`src/rtl/seq_match_monitor.sv`:
```
// seq_match_monitor: turns the 1011 detector's detect output into rising-edge
// events. It counts events per threshold window and raises a level interrupt
// that is held until acknowledged. It also keeps a saturating total count and
// tracks the last and minimum gap between events.
module seq_match_monitor #(
  parameter int CNT_W = 8,
  parameter int GAP_W = 8
) (
  input  logic             clock,
  input  logic             reset,
  input  logic             enable,
  input  logic             match_in,
  input  logic [CNT_W-1:0] threshold,
  input  logic             clear,
  input  logic             irq_ack,
  output logic             irq,
  output logic             overrun,
  output logic [CNT_W-1:0] match_count,
  output logic [CNT_W-1:0] total_count,
  output logic [GAP_W-1:0] last_gap,
  output logic [GAP_W-1:0] min_gap,
  output logic [1:0]       state_o
);

  typedef enum logic [1:0] {
    IDLE  = 2'd0,
    COUNT = 2'd1,
    ALERT = 2'd2
  } state_t;

  localparam logic [CNT_W-1:0] CNT_ONE = {{(CNT_W-1){1'b0}}, 1'b1};
  localparam logic [GAP_W-1:0] GAP_ONE = {{(GAP_W-1){1'b0}}, 1'b1};

  state_t           state_reg;
  logic             irq_reg;
  logic             overrun_reg;
  logic [CNT_W-1:0] match_count_reg;
  logic [CNT_W-1:0] total_count_reg;
  logic [GAP_W-1:0] last_gap_reg;
  logic [GAP_W-1:0] min_gap_reg;
  logic [GAP_W-1:0] gap_cnt_reg;
  logic [CNT_W-1:0] thr_q_reg;
  logic             match_d_reg;
  logic             first_seen_reg;

  logic             ev;
  logic             active;
  logic [CNT_W-1:0] thr_eff;
  logic [CNT_W-1:0] match_count_next;
  logic [GAP_W-1:0] gap_next;

  // A detect that stays high for several cycles produces only one event.
  assign ev               = match_in & ~match_d_reg & enable;
  // Statistics are only collected while a window is open.
  assign active           = (state_reg == COUNT) || (state_reg == ALERT);
  // A threshold of zero would never fire, so it behaves as one.
  assign thr_eff          = (threshold == '0) ? CNT_ONE : threshold;
  assign match_count_next = match_count_reg + CNT_ONE;
  // The gap counter saturates. The same saturated value is the gap reported on an event.
  assign gap_next         = (gap_cnt_reg == '1) ? gap_cnt_reg : gap_cnt_reg + GAP_ONE;

  // Window FSM with its registered outputs (irq, overrun, match_count) and the latched threshold.
  always_ff @(posedge clock or negedge reset) begin
    if (!reset) begin
      state_reg       <= IDLE;
      irq_reg         <= 1'b0;
      overrun_reg     <= 1'b0;
      match_count_reg <= '0;
      thr_q_reg       <= CNT_ONE;
    end else if (clear) begin
      state_reg       <= enable ? COUNT : IDLE;
      irq_reg         <= 1'b0;
      overrun_reg     <= 1'b0;
      match_count_reg <= '0;
      thr_q_reg       <= thr_eff;
    end else if (!enable) begin
      state_reg       <= IDLE;
      irq_reg         <= 1'b0;
      overrun_reg     <= 1'b0;
      match_count_reg <= '0;
    end else begin
      case (state_reg)
        IDLE: begin
          state_reg <= COUNT;
          thr_q_reg <= thr_eff;
        end
        COUNT: begin
          if (ev) begin
            match_count_reg <= match_count_next;
            if (match_count_next == thr_q_reg) begin
              state_reg <= ALERT;
              irq_reg   <= 1'b1;
            end
          end
        end
        ALERT: begin
          if (irq_ack) begin
            overrun_reg <= 1'b0;
            if (ev) begin
              // The event that arrives with the ack opens the new window.
              match_count_reg <= CNT_ONE;
              if (thr_q_reg == CNT_ONE) begin
                state_reg <= ALERT;
                irq_reg   <= 1'b1;
              end else begin
                state_reg <= COUNT;
                irq_reg   <= 1'b0;
              end
            end else begin
              match_count_reg <= '0;
              state_reg       <= COUNT;
              irq_reg         <= 1'b0;
            end
          end else if (ev) begin
            overrun_reg <= 1'b1;
          end
        end
        default: begin
          state_reg <= IDLE;
        end
      endcase
    end
  end

  // Edge-detect history, saturating total count and inter-event gap statistics.
  always_ff @(posedge clock or negedge reset) begin
    if (!reset) begin
      match_d_reg     <= 1'b0;
      total_count_reg <= '0;
      last_gap_reg    <= '0;
      min_gap_reg     <= '1;
      gap_cnt_reg     <= '0;
      first_seen_reg  <= 1'b0;
    end else begin
      match_d_reg <= match_in;
      if (clear) begin
        total_count_reg <= '0;
        last_gap_reg    <= '0;
        min_gap_reg     <= '1;
        gap_cnt_reg     <= '0;
        first_seen_reg  <= 1'b0;
      end else if (!active) begin
        gap_cnt_reg    <= '0;
        first_seen_reg <= 1'b0;
      end else if (ev) begin
        if (total_count_reg != '1) begin
          total_count_reg <= total_count_reg + CNT_ONE;
        end
        gap_cnt_reg <= '0;
        if (first_seen_reg) begin
          last_gap_reg <= gap_next;
          if (gap_next < min_gap_reg) begin
            min_gap_reg <= gap_next;
          end
        end else begin
          first_seen_reg <= 1'b1;
        end
      end else begin
        gap_cnt_reg <= gap_next;
      end
    end
  end

  assign irq         = irq_reg;
  assign overrun     = overrun_reg;
  assign match_count = match_count_reg;
  assign total_count = total_count_reg;
  assign last_gap    = last_gap_reg;
  assign min_gap     = min_gap_reg;
  assign state_o     = state_reg;

endmodule
```
`config.mk`:
```
export PLATFORM = sky130hd
export DESIGN_NAME = seq_match_monitor
export DESIGN_NICKNAME = d
export VERILOG_FILES = /design/src/rtl/seq_match_monitor.sv
export SDC_FILE = /design/constraint.sdc
export NUM_CORES = 1
export LEC_CHECK = 0
export ABC_AREA = 1
export BUFFER_PORTS_ARGS = -buffer_cell sky130_fd_sc_hd__buf_2
export CORE_MARGIN = 4
export CORE_UTILIZATION = 50
export CTS_CLUSTER_DIAMETER = 50
export CTS_CLUSTER_SIZE = 20
export DETAILED_ROUTE_END_ITERATION = 6
export GPL_TIMING_DRIVEN = 0
export PLACE_DENSITY = 0.72
export SETUP_SLACK_MARGIN = 0.5
export SLEW_MARGIN = 20
export SYNTH_ARGS = -nofsm -noshare
export SYNTH_HDL_FRONTEND = slang
export SYNTH_SLANG_ARGS = --single-unit
export TNS_END_PERCENT = 30
```
`constraint.sdc`:
```
create_clock -name clock -period 6.2 [get_ports clock]
set_clock_uncertainty 0.1 [all_clocks]
set_input_delay 0.31 -clock clock [delete_from_list [all_inputs] [get_ports clock]]
set_output_delay 0.31 -clock clock [all_outputs]
set_load 0.05 [all_outputs]
```
# After elaboration in Yosys (flattened, before gate mapping)
# Index checks and enable logic that the tools add are counted.
dict set report word_totals {
  regBits 54
  latch_bits 0
  ramBits 0
  romBits 0
  wordCells 100
  n_memories 0
}
dict set report op_classes {
  addsub 3
  multipliers 0
  n_div 0
  n_lt_le_gt_ge 1
  n_eq_ne 13
  n_shift 0
  muxes 51
  n_bitwise 3
  reduce_logical 18
}
# operator n
set ops {}
lappend ops {{$mux W8} 25}
lappend ops {{$add A8 B1 Y8 const B} 3}
lappend ops {{$mux W1} 16}
lappend ops {{$pmux W8 S2} 1}
lappend ops {{$mux W2} 7}
lappend ops {{$reduce_bool A2 Y1} 7}
lappend ops {{$reduce_and A3 Y1} 4}
lappend ops {{$eq A8 B1 Y1 const B} 1}
lappend ops {{$eq A8 B8 Y1} 1}
lappend ops {{$eq A8 B8 Y1 const B} 1}
lappend ops {{$logic_not A8 Y1} 1}
lappend ops {{$lt A8 B8 Y1} 1}
lappend ops {{$ne A4 B1 Y1 const B} 2}
lappend ops {{$ne A4 B4 Y1 const B} 2}
lappend ops {{$ne A8 B8 Y1 const B} 1}
lappend ops {{$reduce_and A4 Y1} 2}
lappend ops {{$pmux W2 S3} 1}
lappend ops {{$ne A4 B3 Y1 const B} 1}
lappend ops {{$reduce_and A2 Y1} 2}
lappend ops {{$ne A3 B1 Y1 const B} 1}
lappend ops {{$ne A3 B3 Y1 const B} 1}
lappend ops {{$and A1 B1 Y1} 2}
lappend ops {{$eq A2 B1 Y1 const B} 1}
lappend ops {{$eq A2 B2 Y1 const B} 1}
lappend ops {{4 further kinds} 4}

# Longest topological paths before layout
dict set report depth {
  depth_word 8
  depth_mapped 17
  mapped_depth_nobuf 17
}

# Worst setup path before layout
# Ideal clock, no wire load.
dict set report synth_path {
  kind {reg-to-reg}
  start {register gap_cnt_reg[0]}
  end {register min_gap_reg[0], in the netlist min_gap[0]}
  t_arrival_ns 2.177
  setup_slack_ns 3.862
  path_stages_with_launch 16
  synth_period_minus_slack_ns 2.338
  path_cell_list {dfrtp_1 ha_1 nand2_1 nor2_2 nand2_2 inv_1 nor3_1 inv_1 ha_1 a21oi_1 o21ai_0 nor2_2 nand2_4 nand2_4 nand2_1 nand2_1}
}
dict set report synth_via {
  elab_chain_len 7
}
# element line_no
set synth_lines {}
lappend synth_lines {{start, declared} 41} ;# logic [GAP_W-1:0] gap_cnt_reg;
lappend synth_lines {{start signal, assigned} 159} ;# gap_cnt_reg <= gap_next;
lappend synth_lines {{$add A8 B1 Y8 / $eq A8 B8 Y1 (equally long branches)} 60} ;# assign gap_next = (gap_cnt_reg == '1) ? gap_cnt_reg : gap_cnt_reg + GAP_ONE;
lappend synth_lines {{$mux W8 *} 60}
lappend synth_lines {{parallel branches: the longest is 5 deep, another holds $lt A8 B8 Y1} n/a}
lappend synth_lines {{end signal, assigned} 153} ;# min_gap_reg <= gap_next;
lappend synth_lines {{end, declared} 40} ;# logic [GAP_W-1:0] min_gap_reg;
# Every way passes the cells marked *. The select of a mux whose other input is x is not followed.
# A chain may end at the register's enable or synchronous reset.

# Worst setup path in the final report
dict set report layout_path {
  start {register gap_cnt_reg[0]}
  end {register min_gap_reg[3], in the netlist min_gap[3]}
}
# Same word-level chain as after synthesis.

==> flow_summary.toml <==
[detailed_routing]
drtIter0Drc = 118
via_per_inst = 5.07
firstDrtPassIters = 5
wirelength_mm = 6.80
vias = 2701
wl_per_cell_um = 12.8
drc = 0
postRouteAntennaNets = 0

[clock_tree]
clkTransAtPathRegs_ns = 0.10
cts.htree.levels = 2
tritoncts = "done"
cts_root_buffer = "clkbuf_8"
clock_latency_ns = 0.32
clockBufferDepth = 2
cts_setup_buffers = 0
cts_buffers = 5
clkSinkCount = 54

[cells_and_area]
nets = 485
fillCellCount = 541
num_antenna_cells = 0
area_delta_synth_final_pct = 14.9
layout-drive-gt1-share = 0.192

[critical_path]
end_kind = "register"
worstPathArrival_ns = 3.11
crit_type = "reg2reg"
crit_chain = "ha_1, nand2_1, nor2_2, nand2_2, inv_1, nor3_1, inv_1, ha_1, a21oi_1, o21ai_0, nor2_2, nand2_4, nand2_4, nand2_1, nand2_1"
critPathMaxFanout = 9
crit_slowest_cell = "nor3_1"
cpMostUsedCell = "nand2_1"
worstPathRequired_ns = 6.36
crit_path_start_kind = "register"
slowest_delay_ns = 0.62

[logic_synthesis]
yosys_warnings = 0
synth_edf_count = 0
ys_seq_elements = 54
synth_area_per_cell_um2 = 7.69
syn_area_mm2 = 0.00307
ys.flop_type = "dfrtp_1"
syn_inst = 399
ys_types = 34
ys_seq_area_frac = 0.444
synthArstFlopShare = 1.00
synth_nets = 427

[timing]
fmax_mhz = 339
worst_hold_slack_ns = 0.107
post-route-period-util = 0.475
final.setup.tns_ns = 0
fin_crit_ns = 2.95
slew_headroom = 0.509
slew_violations = 0
rsz0062_at_grt = "no"
final-hold-violation-count = 0
setup_viol = 0
tightest_slew_ns = 0.731

[pwr]
ir_drop_uv = 107
p_per_area_mw_per_mm2 = 226
p_leak_nw = 1.86

[die]
die_w_um = 86.3
die_area_mm2 = 0.00745
die_h_um = 86.3
initial_core_util = 0.518
core_area_mm2 = 0.00592
num_rows = 28
io-pin-count = 50

[place]
portBuffers = 49
dpl.hpwl_mm = 5.15
gp_congestion = 0.833

[run_status]
status = "finished, final reports clean"

[hold_path]
min_path_type = "in2reg"

[global_routing]
grt_antenna_before_repair = 0
overflow = 0
first_global_vias = 2554
track_usage = 0.196
grt_pass1_wl_mm = 11.5
grt_start_max_net_pins = 55

[flow_run]
cap_violations = 0
-- worst paths after layout --
path / startpoint / end / slack, ns / cells after the start
worst max-delay path: gap_cnt_reg[0]$_DFF_PN0_ / min_gap[3]$_DFFE_PN1P_ / 3.25 / 15
worst min-delay path: irq_ack / overrun$_DFFE_PN0P_ / 0.11 / 2
worst max register to register: gap_cnt_reg[0]$_DFF_PN0_ / min_gap[3]$_DFFE_PN1P_ / 3.25 / 15
worst min register to register: irq$_DFFE_PN0P_ / irq$_DFFE_PN0P_ / 0.39 / 2
max in group asynchronous: reset / gap_cnt_reg[2]$_DFF_PN0_ / 5.11 / 2
min in group asynchronous: reset / total_count[4]$_DFFE_PN0P_ / 0.45 / 2
-- metrics by stage --
stage	worst slack [ns]	power, mW	area [um2]	util	instances
floorplan	3.86	0.545	3070	-	399
global placement	3.37	0.593	3410	0.575	523
detailed placement	3.32	0.596	3410	0.576	523
CTS	3.29	0.807	3520	0.595	533
global route	3.07	0.845	3520	0.595	533
finish	3.25	0.797	3520	0.595	533
-- kinds of logic (layout without fill, tap and decap cells) --
group | count (synthesis) | in the layout | share of synthesized area
fa+ha+maj | 14 | 14 | 0.0571
xor+xnor | 5 | 5 | 0.0143
buf+inv | 72 | 131 | 0.0905
compound gates | 56 | 56 | 0.100
simple gates | 198 | 198 | 0.294
flops | 54 | 54 | 0.444
-- cells in the final DEF, fill, tap and decap left out, types with 9 or more instances in the layout --
cell type / Yosys / final
o21ai_0: 28 / 28
nor2_1: 34 / 34
inv_1: 63 / 63
nand2_1: 96 / 96
a21oi_1: 14 / 14
nand3_1: 40 / 40
ha_1: 14 / 14
buf_2: 0 / 48
dfstp_2: 9 / 9
dfrtp_1: 45 / 45
-- Yosys cell counts (2+ instances only) --
cell / n / area [um2]
nor2_2: 3 / 18.8
nand4_1: 4 / 25.0
nor2_1: 34 / 128
o22ai_1: 5 / 31.3
nand2_2: 5 / 31.3
xor2_1: 4 / 35.0
ha_1: 14 / 175
clkbuf_1: 3 / 11.3
nand2_1: 96 / 360
nor3_1: 6 / 30.0
dfstp_2: 9 / 236
nand2_4: 3 / 33.8
o21ai_0: 28 / 140
a21oi_1: 14 / 70.1
inv_2: 4 / 15.0
nand3_1: 40 / 200
dfrtp_1: 45 / 1130
nor4_1: 2 / 12.5
inv_1: 63 / 236
o21ai_1: 3 / 15.0
-- routing by layer --
| layer | global-route usage | wire length [um] |
|---|---|---|
| met5 | 0 | 0 |
| met4 | 0.0694 | 122 |
| met2 | 0.337 | 3230 |
| met3 | 0.0380 | 352 |
| met1 | 0.245 | 3090 |
-- final cells by class --
cell class | count | area [um2] | area share
sequential | 54 | 1360 | 0.387
inverter | 67 | 251 | 0.0714
multi-input combinational | 273 | 1430 | 0.405
timing repair buffer | 51 | 268 | 0.0760
buffer | 5 | 26.3 | 0.00745
clock inverter | 3 | 26.3 | 0.00745
tap | 75 | 93.8 | 0.0266
clock buffer | 5 | 68.8 | 0.0195
-- critical path, delay by kind of cell (launching register included) --
kind / cells / cell delay (ns)
buffers and inverters: 2 / 0.18
and+or+nand+nor: 9 / 1.41
AOI/OAI and AO/OA: 2 / 0.24
adders and majority gates: 2 / 0.54
DFF: 1 / 0.43
-- power by group --
group | total (mW) | internal, mW | switching (mW)
sequential | 0.402 | 0.379 | 0.0228
clock | 0.208 | 0.0819 | 0.126
combinational | 0.187 | 0.0549 | 0.132
-- timing repair --
action | in CTS | in global routing
gates resized for setup | 0 | 0
hold buffers | 2 | 0
hold endpoints to repair | 46 | 0
(Power assumes the default switching activity.)
